--- src/rtl/bus_responder_pkg.sv ---
// Shared encodings for the bus responder target.
// FSM state values are visible on rsp_state.
package bus_responder_pkg;

  typedef logic [1:0] rsp_state_t;

  localparam rsp_state_t RSP_IDLE = 2'd0;
  localparam rsp_state_t RSP_WAIT = 2'd1;
  localparam rsp_state_t RSP_ACK  = 2'd2;
  localparam rsp_state_t RSP_DONE = 2'd3;

  localparam int CNT_W = 4;

endpackage

--- src/rtl/responder_regfile.sv ---
// Local storage for the responder.
// Synchronous write port and combinational read port.
module responder_regfile #(
  parameter int ADDR_W = 4,
  parameter int DATA_W = 8,
  parameter int DEPTH  = 16
) (
  input  logic              clk,
  input  logic              we,
  input  logic [ADDR_W-1:0] waddr,
  input  logic [DATA_W-1:0] wdata,
  input  logic [ADDR_W-1:0] raddr,
  output logic [DATA_W-1:0] rd
);

  logic [DATA_W-1:0] mem_q [DEPTH];

  always_ff @(posedge clk) begin
    if (we) mem_q[waddr] <= wdata;
  end

  assign rd = mem_q[raddr];

endmodule

--- src/rtl/bus_responder.sv ---
// Target end of the as_n/wr_n/stop_n/ack_n bus.
// Adds wait states, commits to the register file, pulses ack_n.
module bus_responder
  import bus_responder_pkg::*;
#(
  parameter int WAIT_STATES = 2,
  parameter int ADDR_W      = 4,
  parameter int DATA_W      = 8,
  parameter int DEPTH       = 16
) (
  input  logic              clk,
  input  logic              reset,
  input  logic              as_n,
  input  logic              wr_n,
  input  logic              stop_n,
  input  logic [ADDR_W-1:0] addr,
  input  logic [DATA_W-1:0] wdata,
  output logic              ack_n,
  output logic [DATA_W-1:0] rdata,
  output logic [1:0]        rsp_state,
  output logic              busy
);

  localparam logic [CNT_W-1:0] WS = CNT_W'(WAIT_STATES);

  rsp_state_t        state_q, state_d;
  logic [CNT_W-1:0]  cnt_q, cnt_d;
  logic [ADDR_W-1:0] addr_q, addr_d;
  logic [DATA_W-1:0] wdata_q, wdata_d;
  logic              wr_q, wr_d;
  logic              ack_n_q, ack_n_d;
  logic [DATA_W-1:0] rdata_q, rdata_d;
  logic [DATA_W-1:0] rf_rd;
  logic              commit;
  logic              rf_we;

  responder_regfile #(
    .ADDR_W(ADDR_W),
    .DATA_W(DATA_W),
    .DEPTH (DEPTH)
  ) u_rf (
    .clk  (clk),
    .we   (rf_we),
    .waddr(addr_q),
    .wdata(wdata_q),
    .raddr(addr_q),
    .rd   (rf_rd)
  );

  always_comb begin
    state_d = state_q;
    cnt_d   = cnt_q;
    addr_d  = addr_q;
    wdata_d = wdata_q;
    wr_d    = wr_q;
    ack_n_d = 1'b1;
    rdata_d = rdata_q;
    commit  = 1'b0;
    unique case (state_q)
      RSP_IDLE: begin
        if (!as_n && stop_n) begin
          addr_d  = addr;
          wdata_d = wdata;
          wr_d    = wr_n;
          cnt_d   = '0;
          state_d = RSP_WAIT;
        end
      end
      RSP_WAIT: begin
        // abort or strobe release drops the transaction
        if (!stop_n || as_n) begin
          state_d = RSP_IDLE;
        end else if (cnt_q == WS) begin
          state_d = RSP_ACK;
          ack_n_d = 1'b0;
          commit  = 1'b1;
          if (wr_q) rdata_d = rf_rd;
        end else begin
          cnt_d = cnt_q + 1'b1;
        end
      end
      RSP_ACK: state_d = RSP_DONE;
      RSP_DONE: begin
        if (as_n) state_d = RSP_IDLE;
      end
      default: state_d = RSP_IDLE;
    endcase
  end

  assign rf_we = commit && !wr_q && !reset;

  always_ff @(posedge clk) begin
    if (reset) begin
      state_q <= RSP_IDLE;
      cnt_q   <= '0;
      addr_q  <= '0;
      wdata_q <= '0;
      wr_q    <= 1'b1;
      ack_n_q <= 1'b1;
      rdata_q <= '0;
    end else begin
      state_q <= state_d;
      cnt_q   <= cnt_d;
      addr_q  <= addr_d;
      wdata_q <= wdata_d;
      wr_q    <= wr_d;
      ack_n_q <= ack_n_d;
      rdata_q <= rdata_d;
    end
  end

  assign ack_n     = ack_n_q;
  assign rdata     = rdata_q;
  assign rsp_state = state_q;
  assign busy      = (state_q != RSP_IDLE);

endmodule

--- config.mk ---
export PLATFORM = sky130hd
export DESIGN_NAME = bus_responder
export DESIGN_NICKNAME = d
export VERILOG_FILES = /design/src/rtl/bus_responder_pkg.sv /design/src/rtl/responder_regfile.sv /design/src/rtl/bus_responder.sv
export SDC_FILE = /design/constraint.sdc
export NUM_CORES = 1
export LEC_CHECK = 0
export CORE_MARGIN = 2
export CORE_UTILIZATION = 30
export CTS_CLUSTER_DIAMETER = 120
export CTS_CLUSTER_SIZE = 20
export DETAILED_ROUTE_END_ITERATION = 10
export SLEW_MARGIN = 20
export SYNTH_ARGS = -nofsm -noshare
export SYNTH_HDL_FRONTEND = slang
export SYNTH_SLANG_ARGS = --single-unit
export TNS_END_PERCENT = 5
--- constraint.sdc ---
create_clock -name clk -period 2.67 [get_ports clk]
set_input_delay 0.4005 -clock clk [delete_from_list [all_inputs] [get_ports clk]]
set_output_delay 0.4005 -clock clk [all_outputs]
set_load 0.1 [all_outputs]
* After elaboration in Yosys (flattened, before gate mapping)
Memory sizes are Yosys's and may differ from the RTL's. A register that Yosys moved wholly into a read port is not among the register bits.
Cells that the tools add are included.
W data, S select, Z words.
** Cells by class
- Add/sub/neg operators :: 1
- Multiply operators :: 0
- Divide/modulo/power cells :: 0
- Order comparisons :: 0
- Equal/unequal tests :: 9
- Shifts and indexed selects :: 0
- Multiplexer cells :: 15
- Bitwise gates (word level) :: 2
- Reduce and logical (&&, ||, !) cells :: 16
** Operator list (count)
- $mux W4 :: 3
- $mux W2 :: 4
- $ne A2 B2 Y1 const B :: 4
- $pmux W2 S4 :: 1
- $pmux W4 S2 :: 1
- $reduce_and A4 Y1 :: 2
- $mux W1 :: 6
- $add A4 B1 Y4 const B :: 1
- $eq A2 B2 Y1 const B :: 2
- $eq A4 B2 Y1 const B :: 1
- $logic_not A1 Y1 :: 4
- $reduce_bool A2 Y1 :: 2
- $logic_and A1 B1 Y1 :: 3
- $ne A3 B3 Y1 const B :: 1
- $reduce_and A3 Y1 :: 1
- $reduce_or A3 Y1 :: 1
- $eq A2 B1 Y1 const B :: 1
- $logic_not A2 Y1 :: 1
- $not A1 Y1 :: 2
- $reduce_and A2 Y1 :: 1
- $logic_or A1 B1 Y1 :: 1
** Word-level totals
- Flip-flop bits (word level) :: 20
- Latch bits :: 0
- RAM bits :: 128
- Bits in read-only memories :: 0
- Input port bits :: 17
- Word-level logic and storage cells :: 50
- Memories kept :: 1
** Memory list
- u_rf.mem_q :: depth 16, bits a word 8, read ports 1, clocked after Yosys merged registers in 1, wr ports 1, RTL line responder_regfile.sv:16 : logic [DATA_W-1:0] mem_q [DEPTH];

* Depth between registers and ports, before layout
- Depth after elaboration :: 8
- Gate-level depth with buffers :: 6

* Hierarchy
Synthesis repeated with hierarchy kept, for this count alone.
** Second synthesis, totals
- Cell total of the unflattened synthesis :: 356
- Area total of the unflattened synthesis :: 6179.7 um^2
** Modules (own cells, without submodules)
- responder_regfile :: instances 1, cells an instance 221, area each 4987.3 um^2, seq. area each 3843.7 um^2
- bus_responder :: instances 1, cells an instance 135, area each 1192.4 um^2, seq. area each 560.5 um^2

* Worst setup path before layout
OpenSTA, ideal clock, no wires.
- Kind :: register to register
- Start :: reg state_q[0] (netlist: rsp_state[0])
- End :: mem u_rf.mem_q[8][0], enable pin
- Setup time :: 0.383 ns
- Data arrival time :: 2.455 ns
- Slack :: -0.169 ns
- Cell stages (with the launch flop) :: 5
- Path buffers :: 0
- Period minus slack after synthesis :: 2.839 ns
- Path through :: dfxtp_1 -> nor3b_1 -> nand3_1 -> or3b_1 -> nor3_1
** On the way
- Word-level cells in the longest chain between the ends :: 6
** Ends and longest elaborated chain
- start, declared :: RTL line bus_responder.sv:26 : rsp_state_t state_q, state_d;
- start signal, assigned :: RTL line bus_responder.sv:102 : state_q <= state_d;
- $eq A2 B1 Y1 :: RTL line bus_responder.sv:59 : unique case (state_q)
- $mux W1 :: RTL line bus_responder.sv:59
- $logic_and A1 B1 Y1 (2 in series) :: RTL line bus_responder.sv:90 : assign rf_we = commit && !wr_q && !reset;
- $mux W1 :: RTL line responder_regfile.sv:19 : if (we) mem_q[waddr] <= wdata;
- $mux W1 (implied by the code) :: RTL line responder_regfile.sv:19
- end, declared :: RTL line responder_regfile.sv:16
No other way between the ends.

* Worst setup path after layout
- Start :: reg cnt_q[0]
- End :: mem u_rf.mem_q[7][0], enable pin
** On the way
- Word-level cells in the longest chain between the ends :: 8
** Ends and longest elaborated chain
- start, declared :: RTL line bus_responder.sv:27 : logic [CNT_W-1:0] cnt_q, cnt_d;
- start signal, assigned :: RTL line bus_responder.sv:103 : cnt_q <= cnt_d;
- $eq A4 B2 Y1 :: RTL line bus_responder.sv:73 : end else if (cnt_q == WS) begin
- $mux W1 :: RTL line bus_responder.sv:73
- $mux W1 :: RTL line bus_responder.sv:71 : if (!stop_n || as_n) begin
- $mux W1 :: RTL line bus_responder.sv:59
- $logic_and A1 B1 Y1 (2 in series) :: RTL line bus_responder.sv:90
- $mux W1 :: RTL line responder_regfile.sv:19
- $mux W1 (implied by the code) :: RTL line responder_regfile.sv:19
No other way between the ends.

==> run_results.csv <==
group,metric,value,unit
timing,fin_crit,2.239,ns
placement,dpl-instance-area,6847,µm²
floorplanning,core-area,20170,µm²
worst_hold_path,hp-start,"rdata[1]",
cts,htree_levels,4,
cells_and_area,final_util,36.79,%
detailed_routing,drt-total-wl,12980,µm
floorplanning,fp.dieW,147.2,µm
worst_setup_path,required,2.79,ns
worst_setup_path,crit_buf_inv,2,
timing,post-route-period-util,83.87,%
detailed_routing,drc_errors,0,
detailed_routing,ant_nets,0,
worst_setup_path,r2r-end,"u_rf.mem_q[7][0]",
cts,cts.clk_slew.worst_paths,0.06,ns
detailed_routing,vias,3299,
timing,fin_skew,0.007669,ns
timing,slew_viol_final,0,
floorplanning,rows,52,
worst_hold_path,hold_end,"rdata[1]",
cts,cts_sinks,156,
synthesis,synthesis.instances,351,
synthesis,ys_top_cells_by_area,"edfxtp_1 63%, dfxtp_1 9.1%, mux4_2 7.7%, mux4_1 4.7%, nand2_1 2.1%",
placement,place_ws,0.1117,ns
floorplanning,die-area,21660,µm²
cts,cts_setup_buffers,0,
synthesis,syn_area_per_cell,17.52,µm²
cells_and_area,nNetsFinal,428,
grt,grt_pass1_vias,3288,
power_and_ir_drop,ir_drop,456.5,µV
worst_setup_path,max_stage_delay,0.57,ns
synthesis,synth.largest_area_cell,"edfxtp_1",
placement,port_buffers,28,
cts,clk_latency,0.41,ns
grt,antenna_found_initial,0,
placement,place_inst,660,
grt,grt_start_max_net_pins,24,
timing,slew_headroom,50.30,%
synthesis,synth-warning-count,0,
cells_and_area,fin_cells,692,
timing,finalHoldViolations,0,
cts,cts_buffer_depth,2,
flow_run,maxCapViolCount,0,
timing,max_freq,446.5,MHz
synthesis,synth_area,6150,µm²
synthesis,seq_area_frac_synth,71.62,%
timing,finalSetupViolCount,0,
cts,cts_resized,0,
timing,rsz0062_at_grt,"false",
worst_setup_path,endpoint_kind,"register",
cells_and_area,design_area,7420,µm²
placement,dpl.hpwl,8346,µm
worst_setup_path,path_cells,"inv_1 -> ha_1 -> nor3b_2 -> nand3_1 -> or3b_2 -> nor2_1 -> buf_4",
worst_setup_path,reg2regPathDepth,7,
worst_setup_path,reg2reg_from,"cnt_q[0]",
floorplanning,die_h,147.2,µm
cts,cts_tree,"built",
grt,grt_pass1_wl,19820,µm
worst_hold_path,hold_depth,2,
detailed_routing,wl_per_cell,18.75,µm
cells_and_area,fillCellCount,1863,
cts,ctsRootBufferMaster,"clkbuf_16",
detailed_routing,drtPass1Iterations,5,
cells_and_area,drive_above_1_share,24.64,%
synthesis,synth_cell_types,44,
power_and_ir_drop,p_per_area,698.3,nW/µm²
detailed_routing,viasPerCell,4.767,
floorplanning,ios,29,
worst_hold_path,hp-class,"register to register",
run_status,run_status,"complete, no violations",
floorplanning,initial_core_util,30.49,%
cells_and_area,syn2layout_area_growth,20.65,%
cts,cts-buffers-inserted,17,
worst_setup_path,reg2reg_slack,0.43,ns
synthesis,synth_seq_cells,156,
placement,gp_congestion,0.7682,
grt,grt_overflow,0,
cells_and_area,antennaDiodeCount,0,
timing,timing.final.ws_setup,0.4306,ns
synthesis,synth_top_area_share,62.50,%
worst_setup_path,crit_path_top_delay_cell,"or3b_2",
power_and_ir_drop,p_leak,2.308,nW
worst_setup_path,critPathTopFamily,"simple AND/OR/NAND/NOR gates",
worst_setup_path,crit_path_max_fanout,8,
grt,grt_usage,12.45,%
cts,hold_buffers,0,
synthesis,syn_nets,370,
detailed_routing,initialDrtViolationCount,237,
worst_setup_path,start_kind,"register",
worst_setup_path,arrival,2.36,ns
timing,worstMarginPinSlew,0.7445,ns
worst_setup_path,crit_type,"register to register",
timing,fin_tns_setup,0,ns
## layout by cell type, fill, tap and decap left out, types with 3 or more instances in the layout
master,count
edfxtp_1,128
buf_4,40
nand2_1,35
dfxtp_1,26
mux4_2,21
nor2_1,17
a21oi_1,17
clkbuf_16,17
clkdlybuf4s50_1,16
mux4_1,11
mux2i_1,10
o21ai_0,10
nor3_1,6
nand3_1,5
mux2_2,4
inv_1,3
nand2b_1,3
o2bb2a_1,3
a22oi_1,3
clkinv_4,3
inv_6,3
clkinv_1,3
## metrics by stage
| stage | hold WS (ns) | power, mW |
|---|---|---|
| after global placement | 0.4636 | 2.903 |
| after floorplan | 0.4698 | 2.824 |
| after detailed placement | 0.4752 | 2.905 |
| after global routing | 0.5205 | 5.327 |
| final | 0.4771 | 5.181 |
| after CTS | 0.4836 | 5.213 |
## tightest hold or removal path, cell delays in order (launching register included)
cell	delay, ns
dfxtp_1	0.32
nand2_1	0.06
nand3_1	0.05
## flip-flops by register name, summed over array words and instances, names as in the netlist, named ones only
| signal | cells |
|---|---|
| wr_q | 1 |
| rsp_state | 1 |
| wdata_q | 8 |
| addr_q | 4 |
| ack_n | 1 |
| u_rf.mem_q | 128 |
| rdata | 8 |
| cnt_q | 4 |
## worst max path at each step
stage	slack [ns]	depth (start not counted)	startpoint	endpoint
after detailed placement	0.11	6	stop_n	u_rf.mem_q[7][5]
after global placement	0.13	6	stop_n	u_rf.mem_q[7][6]
after CTS	0.39	7	cnt_q[0]	u_rf.mem_q[7][0]
after global routing	0.29	7	cnt_q[0]	u_rf.mem_q[3][5]
final	0.43	7	cnt_q[0]	u_rf.mem_q[7][0]
after floorplan	0.0005	5	register	u_rf.mem_q[9][0]
## cell type report
class | count | area, µm² | area share (%)
repair buffers | 56 | 460.4 | 6.206
multi-input cells | 175 | 1630 | 21.97
flip-flops and latches | 156 | 4407 | 59.39
clock inverters | 14 | 143.9 | 1.939
inverters | 3 | 11.26 | 0.1518
well taps | 270 | 337.8 | 4.553
clock buffers | 18 | 429.2 | 5.784
## kinds of logic after synthesis
logic type      share of synthesized area [%]
buf+inv                                 1.872
mux                                     14.99
fa+ha+maj                              0.4069
compound gates                          4.069
flops                                   71.62
simple gates                            7.040
## report_power, final
group          internal [mW]  total [mW]  switching [mW]
Clock                   1.38        2.33           0.953
Sequential              2.63        2.69          0.0523
Combinational         0.0875       0.165          0.0777
Total                   4.10        5.18            1.08
## cells in the mapped netlist (all sizes together)
cell	number
edfxtp	128
nand2	35
mux4	32
dfxtp	28
a21oi	17
nor2	17
buf	11
o21ai	11
mux2i	10
nor3	7
clkbuf	6
mux2	5
nand3	5
a22oi	4
or3b	4
inv	3
nand2b	3
nor3b	3
o2bb2a	3
a211oi	2
a31oi	2
and2	2
ha	2
nand4	2
a21o	1
nand3b	1
nor2b	1
nor4	1
nor4b	1
o32a	1
or2	1
or2b	1
or3	1
## layer usage
metal / vias to the layer above / track usage [%] / wire (µm)
met4: 0 / 4.567 / 188
met5: - / 0 / 0
met2: 96 / 19.98 / 6222
met3: 12 / 2.671 / 795
li1: 1508 / - / -
met1: 1683 / 16.74 / 5770
(Power assumes the default switching activity.)
